==> src/rtl/uart_alu_frame_sequencer_if.sv <==
// Bus bundle between the frame sequencer and its UART RX/TX cores and adder.
// master: the sequencer side. slave: the environment (UART cores, adder).
interface uart_alu_frame_sequencer_if #(
    parameter int OP_W  = 32,
    parameter int RES_W = 32
);
    logic [7:0]        rx_byte;
    logic              rx_valid;
    logic [7:0]        tx_byte;
    logic              tx_start;
    logic              tx_busy;
    logic [2*OP_W-1:0] operAB;
    logic              alu_start;
    logic              alu_done;
    logic [RES_W-1:0]  result;
    logic              rx_status;
    logic              tx_status;
    logic              frame_err;
    logic              overrun;

    modport master (
        input  rx_byte, rx_valid, tx_busy, alu_done, result,
        output tx_byte, tx_start, operAB, alu_start, rx_status, tx_status, frame_err, overrun
    );

    modport slave (
        output rx_byte, rx_valid, tx_busy, alu_done, result,
        input  tx_byte, tx_start, operAB, alu_start, rx_status, tx_status, frame_err, overrun
    );
endinterface

==> src/rtl/uart_alu_frame_sequencer.sv <==
// Frame sequencer: collects N_IN RX bytes into operAB, kicks the adder, and
// streams the result back out through the TX core one byte at a time.
// Build macro CHECKSUM_EN: append one XOR-of-result byte after the result bytes.
//
// state      | meaning
// IDLE       | waiting for the first byte of a frame
// RX_COLLECT | collecting operand bytes, inter-byte timeout running
// ALU_REQ    | one-cycle alu_start pulse
// ALU_WAIT   | waiting for alu_done, result captured on it
// TX_LOAD    | waiting for TX idle, then issue tx_start for byte idx
// TX_ACK     | waiting for TX core to report busy
// TX_DRAIN   | waiting for TX core to finish, then next byte or done
module uart_alu_frame_sequencer #(
    parameter int OP_W        = 32,
    parameter int RES_W       = 32,
    parameter int TIMEOUT_CYC = 1_000_000
) (
    input  logic                       sys_clk,
    input  logic                       rst,
    uart_alu_frame_sequencer_if.master bus
);
    localparam int N_IN  = 2 * OP_W / 8;
    localparam int N_OUT = RES_W / 8;
`ifdef CHECKSUM_EN
    localparam int N_TX  = N_OUT + 1;
`else
    localparam int N_TX  = N_OUT;
`endif
    localparam int CNT_W = $clog2(N_IN + 1);
    localparam int IDX_W = $clog2(N_TX + 1);
    localparam int TMO_W = $clog2(TIMEOUT_CYC + 1);
    localparam logic [TMO_W-1:0] TMO_LOAD = TMO_W'(TIMEOUT_CYC - 1);

    typedef enum logic [2:0] {
        IDLE, RX_COLLECT, ALU_REQ, ALU_WAIT, TX_LOAD, TX_ACK, TX_DRAIN
    } state_t;

    state_t            state_q, state_d;
    logic [CNT_W-1:0]  cnt_q, cnt_d;
    logic [IDX_W-1:0]  idx_q, idx_d;
    logic [TMO_W-1:0]  tmo_q, tmo_d;
    logic [2*OP_W-1:0] oper_q, oper_d;
    logic [RES_W-1:0]  res_q, res_d;
    logic [7:0]        tx_byte_q, tx_byte_d;
    logic [7:0]        tx_sel;
    logic              tx_start_q, tx_start_d;
    logic              frame_err_q, frame_err_d;
    logic              overrun_q, overrun_d;

    // Byte to send for idx: a result byte, or past the last one the XOR checksum
    always_comb begin
        tx_sel = 8'h00;
`ifdef CHECKSUM_EN
        for (int i = 0; i < N_OUT; i++) tx_sel = tx_sel ^ res_q[8*i +: 8];
`endif
        for (int i = 0; i < N_OUT; i++) begin
            if (idx_q == IDX_W'(i)) tx_sel = res_q[8*i +: 8];
        end
    end

    // Next-state and datapath update
    always_comb begin
        state_d     = state_q;
        cnt_d       = cnt_q;
        idx_d       = idx_q;
        tmo_d       = tmo_q;
        oper_d      = oper_q;
        res_d       = res_q;
        tx_byte_d   = tx_byte_q;
        tx_start_d  = 1'b0;
        frame_err_d = 1'b0;
        overrun_d   = 1'b0;
        unique case (state_q)
            IDLE: begin
                if (bus.rx_valid) begin
                    // Upper bytes of the previous frame are cleared together with byte 0
                    oper_d      = '0;
                    oper_d[7:0] = bus.rx_byte;
                    cnt_d       = CNT_W'(1);
                    tmo_d       = TMO_LOAD;
                    state_d     = RX_COLLECT;
                end
            end
            RX_COLLECT: begin
                // A byte arriving in the expiry cycle is taken ahead of the timeout
                if (bus.rx_valid) begin
                    for (int i = 1; i < N_IN; i++) begin
                        if (cnt_q == CNT_W'(i)) oper_d[8*i +: 8] = bus.rx_byte;
                    end
                    cnt_d = cnt_q + 1'b1;
                    tmo_d = TMO_LOAD;
                    if (cnt_q == CNT_W'(N_IN - 1)) state_d = ALU_REQ;
                end else if (tmo_q == '0) begin
                    frame_err_d = 1'b1;
                    state_d     = IDLE;
                end else begin
                    tmo_d = tmo_q - 1'b1;
                end
            end
            ALU_REQ: state_d = ALU_WAIT;
            ALU_WAIT: begin
                if (bus.alu_done) begin
                    res_d   = bus.result;
                    idx_d   = '0;
                    state_d = TX_LOAD;
                end
            end
            TX_LOAD: begin
                if (!bus.tx_busy) begin
                    tx_byte_d  = tx_sel;
                    tx_start_d = 1'b1;
                    state_d    = TX_ACK;
                end
            end
            TX_ACK: begin
                if (bus.tx_busy) state_d = TX_DRAIN;
            end
            TX_DRAIN: begin
                if (!bus.tx_busy) begin
                    if (idx_q == IDX_W'(N_TX - 1)) begin
                        state_d = IDLE;
                    end else begin
                        idx_d   = idx_q + 1'b1;
                        state_d = TX_LOAD;
                    end
                end
            end
            default: state_d = IDLE;
        endcase
        if (bus.rx_valid && (state_q inside {ALU_REQ, ALU_WAIT, TX_LOAD, TX_ACK, TX_DRAIN}))
            overrun_d = 1'b1;
    end

    // State and datapath registers
    always_ff @(posedge sys_clk or negedge rst) begin
        if (!rst) begin
            state_q     <= IDLE;
            cnt_q       <= '0;
            idx_q       <= '0;
            tmo_q       <= '0;
            oper_q      <= '0;
            res_q       <= '0;
            tx_byte_q   <= '0;
            tx_start_q  <= 1'b0;
            frame_err_q <= 1'b0;
            overrun_q   <= 1'b0;
        end else begin
            state_q     <= state_d;
            cnt_q       <= cnt_d;
            idx_q       <= idx_d;
            tmo_q       <= tmo_d;
            oper_q      <= oper_d;
            res_q       <= res_d;
            tx_byte_q   <= tx_byte_d;
            tx_start_q  <= tx_start_d;
            frame_err_q <= frame_err_d;
            overrun_q   <= overrun_d;
        end
    end

    assign bus.operAB    = oper_q;
    assign bus.tx_byte   = tx_byte_q;
    assign bus.tx_start  = tx_start_q;
    assign bus.alu_start = (state_q == ALU_REQ);
    assign bus.rx_status = (state_q == RX_COLLECT);
    assign bus.tx_status = (state_q inside {TX_LOAD, TX_ACK, TX_DRAIN});
    assign bus.frame_err = frame_err_q;
    assign bus.overrun   = overrun_q;
endmodule

==> src/flat_wrapper.sv <==
// flat-port wrapper written by rule: the top's interface ports become plain ports
module uart_alu_frame_sequencer_flat 
#(
    parameter int OP_W        = 32,
    parameter int RES_W       = 32,
    parameter int TIMEOUT_CYC = 1_000_000
)
  (sys_clk, rst, bus_rx_byte, bus_rx_valid, bus_tx_busy, bus_alu_done, bus_result, bus_tx_byte, bus_tx_start, bus_operAB, bus_alu_start, bus_rx_status, bus_tx_status, bus_frame_err, bus_overrun);
  uart_alu_frame_sequencer_if #(.OP_W(OP_W), .RES_W(RES_W)) bus_i ();
  input  logic sys_clk;
  input  logic rst;
  input wire logic [$bits(bus_i.rx_byte)-1:0] bus_rx_byte;
  input wire logic [$bits(bus_i.rx_valid)-1:0] bus_rx_valid;
  input wire logic [$bits(bus_i.tx_busy)-1:0] bus_tx_busy;
  input wire logic [$bits(bus_i.alu_done)-1:0] bus_alu_done;
  input wire logic [$bits(bus_i.result)-1:0] bus_result;
  output wire logic [$bits(bus_i.tx_byte)-1:0] bus_tx_byte;
  output wire logic [$bits(bus_i.tx_start)-1:0] bus_tx_start;
  output wire logic [$bits(bus_i.operAB)-1:0] bus_operAB;
  output wire logic [$bits(bus_i.alu_start)-1:0] bus_alu_start;
  output wire logic [$bits(bus_i.rx_status)-1:0] bus_rx_status;
  output wire logic [$bits(bus_i.tx_status)-1:0] bus_tx_status;
  output wire logic [$bits(bus_i.frame_err)-1:0] bus_frame_err;
  output wire logic [$bits(bus_i.overrun)-1:0] bus_overrun;
  assign bus_i.rx_byte = bus_rx_byte;
  assign bus_i.rx_valid = bus_rx_valid;
  assign bus_i.tx_busy = bus_tx_busy;
  assign bus_i.alu_done = bus_alu_done;
  assign bus_i.result = bus_result;
  assign bus_tx_byte = bus_i.tx_byte;
  assign bus_tx_start = bus_i.tx_start;
  assign bus_operAB = bus_i.operAB;
  assign bus_alu_start = bus_i.alu_start;
  assign bus_rx_status = bus_i.rx_status;
  assign bus_tx_status = bus_i.tx_status;
  assign bus_frame_err = bus_i.frame_err;
  assign bus_overrun = bus_i.overrun;
  uart_alu_frame_sequencer #(.OP_W(OP_W), .RES_W(RES_W), .TIMEOUT_CYC(TIMEOUT_CYC)) u_core (.sys_clk(sys_clk), .rst(rst), .bus(bus_i));
endmodule
==> config.mk <==
export PLATFORM = sky130hd
export DESIGN_NAME = uart_alu_frame_sequencer_flat
export DESIGN_NICKNAME = d
export VERILOG_FILES = /design/src/rtl/uart_alu_frame_sequencer_if.sv /design/src/rtl/uart_alu_frame_sequencer.sv /design/src/flat_wrapper.sv
export SDC_FILE = /design/constraint.sdc
export NUM_CORES = 1
export LEC_CHECK = 0
export CAP_MARGIN = 25
export CORE_ASPECT_RATIO = 1.1
export CORE_MARGIN = 5
export CORE_UTILIZATION = 56
export DETAILED_ROUTE_END_ITERATION = 12
export GPL_ROUTABILITY_DRIVEN = 0
export GPL_TIMING_DRIVEN = 0
export MAX_ROUTING_LAYER = met4
export PLACE_DENSITY_LB_ADDON = 0.15
export SLEW_MARGIN = 40
export SYNTH_ARGS = -nofsm -noshare
export SYNTH_HDL_FRONTEND = slang
export SYNTH_SLANG_ARGS = --single-unit
export TNS_END_PERCENT = 50
==> constraint.sdc <==
create_clock -name sys_clk -period 5.2 [get_ports sys_clk]
set_input_delay 1.04 -clock sys_clk [delete_from_list [all_inputs] [get_ports sys_clk]]
set_output_delay 1.04 -clock sys_clk [all_outputs]
set_load 0.005 [all_outputs]
==> out/qor.yml <==
logic_synthesis:
  synth.area.top_cells: "dfrtp_1 56%, mux2_2 18%, a21oi_1 3.2%"
  avgSynthCellArea_um2: 12.2
  yosys.area.top_type: "dfrtp_1"
  yosysMostFrequentCell: "dfrtp_1"
  yosys_warnings: 0
  synth-seq-area-share_pct: 56.1
  synth_edf_count: 0
  yosysUniqueCellTypes: 50
  ys_ff_latch: 137
  synth-async-reset-ratio_pct: 100
  yosysTopAreaCellShare_pct: 56.1
  synth_flop_cell: "dfrtp_1"
  synthCells: 501
  synth_area_mm2: 0.00611
  synth_nets: 557
  synth_commonest_cells: "137 x dfrtp_1, 98 x mux2_2, 39 x a21oi_1, 26 x nor2_1, 23 x nand2_1"
clocking:
  ctsHoldBuffers: 0
  cts_setup_buffers: 0
  cts.clk_slew.worst_paths_ps: 60
  clk_path_buf_depth: 2
  clock-sinks: 137
  cts_tree: "built"
  clk_latency_ps: 410
  htreeDepth: 4
  cts-buffers-inserted: 17
  root_buffer: "clkbuf_16"
  post_cts_resized: 0
placement:
  place_hpwl_mm: 10.4
  dpl_cell_area_mm2: 0.00754
  portBuffers: 121
timing:
  slew_headroom_pct: 46.6
  finalSetupViolCount: 0
  setup_tns_ps: 0
  hold_viol: 0
  finalHoldWorstSlack_ps: 504
  tightest_slew_ps: 798
  rsz0062_at_grt: "false"
  fin_crit_ps: 3460
  finalClockSkew_ps: 4.85
  min_period_over_period_pct: 66.6
  drv_slew: 0
  fmax_ghz: 0.289
global_route:
  grt_overflow: 0
  grt_usage_pct: 25.4
  grt_max_degree: 73
  antenna_found_initial: 0
  grt_pass1_wl_mm: 24.9
  grt_pass1_vias: 4951
setup_path:
  critPathCaptureType: "primary output"
  arrival_ps: 2420
  r2r_start: "u_core.state_q[2]"
  startpoint: "u_core.state_q[2]"
  start_kind: "flip-flop"
  worstPathRequired_ps: 4160
  cp_slowest_cell: "clkdlybuf4s50_1"
  crit_path_frequent_cell: "clkbuf_1"
  critPathKind: "flip-flop to primary output"
  cpPeakStageDelay_ps: 600
  crit_fanout: 10
  crit_path_cell_trace: "clkbuf_1, nor3b_2, clkbuf_1, clkdlybuf4s50_1"
  critPathTopFamily: "buffers and inverters"
  cp_num_buf_inv: 3
power_and_ir_drop:
  total_power_mw: 4.57
  powerDensity_mw_per_mm2: 564
  leakage_nw: 3.49
  ir_drop_uv: 360
cells_and_area:
  syn_to_final_growth_pct: 32.5
  final_layout_size_suffix_gt1_share_pct: 21.3
  n_antenna_cell: 0
  fin_area_mm2: 0.00810
  fin_nets: 698
  finish.utilization_pct: 74.9
route:
  drcViolationCount: 0
  vias: 4534
  wire_per_inst_um: 18.7
  via_per_inst: 5.67
  drt_wl_total_mm: 15.0
  first_pass_iters: 4
  drt_iter0_drc: 257
  ant_nets: 0
floorplan:
  boundaryPins: 123
  start_util_pct: 56.5
  dieArea_mm2: 0.0131
  num_rows: 40
  core-area_mm2: 0.0108
  die_h_um: 120
  fp.dieW_um: 110
min_path:
  worstHoldPathType: "flip-flop to flip-flop"
  worstHoldStart: "u_core.bus.operAB[42]"
status:
  outcome: "complete, no violations"
job:
  drv_cap: 0
registers in the layout (all words and copies together) (netlist names), 3 cells and up:
name,flops
u_core.bus.tx_byte,8
u_core.idx_q,3
u_core.tmo_q,20
u_core.bus.operAB,64
u_core.cnt_q,4
u_core.state_q,3
u_core.res_q,32
worst paths after layout:
path,to,slack (ps),cells after the start
max,bus_rx_status,1740,4
min,u_core.bus.operAB[42],500,1
max reg2reg,u_core.bus.operAB[52],2580,6
min reg2reg,u_core.bus.operAB[42],500,1
max in group asynchronous,u_core.bus.operAB[22],3900,2
min in group asynchronous,u_core.tmo_q[7],590,1
placed cells by master, fill, tap and decap left out, types with 5 or more instances in the layout:
| master | n |
|---|---|
| dfrtp_1 | 137 |
| clkdlybuf4s50_1 | 120 |
| mux2_2 | 98 |
| a21oi_1 | 38 |
| clkbuf_1 | 27 |
| nor2_1 | 24 |
| nand2_1 | 23 |
| clkbuf_16 | 17 |
| o21ai_0 | 16 |
| inv_1 | 13 |
| nand3_1 | 11 |
| ha_1 | 11 |
| nor3_1 | 10 |
| nand3b_1 | 9 |
| and2_0 | 8 |
| a2bb2oi_1 | 8 |
| or3_1 | 7 |
| nor4_1 | 6 |
| clkbuf_8 | 5 |
routing by layer:
layer,global-route usage (%),vias up,wire length [um]
met3,9.41,39,1070
li1,-,2087,-
met5,-,-,0
met4,9.59,0,398
met1,30.8,2275,6100
met2,38.7,133,7390
where the power goes:
part | switching (mW) | internal, mW
clock | 0.410 | 0.716
sequential | 0.224 | 1.46
combinational | 0.781 | 0.979
kinds of logic (layout without fill, tap and decap cells):
logic type | after synthesis | count (layout) | synth area share [%]
AOI/OAI and AO/OA | 84 | 84 | 8.58
xor gates and xnor gates | 5 | 5 | 0.717
buffers and inverters | 36 | 188 | 2.33
adders and majority gates | 11 | 11 | 2.25
and+or+nand+nor | 127 | 127 | 11.5
muxes | 101 | 101 | 18.5
DFF | 137 | 137 | 56.1
stage by stage:
stage / std cells / setup WS (ps)
2_1_floorplan: 501 / 2710
3_3_place_gp: 769 / -2170
3_5_place_dp: 770 / 2200
4_1_cts: 800 / 1750
5_1_grt: 800 / 1610
6_report: 800 / 1740
area by class of cell:
type / instances / area, um2
plain buffers: 23 / 93.8
clock buffers: 28 / 517
clock inverters: 2 / 35.0
fillers: 739 / 2710
inverters: 13 / 48.8
multi-input cells: 328 / 2550
flip-flops and latches: 137 / 3430
well taps: 147 / 184
repair buffers: 122 / 1240
No activity file was read; power rests on OpenSTA's default activity.
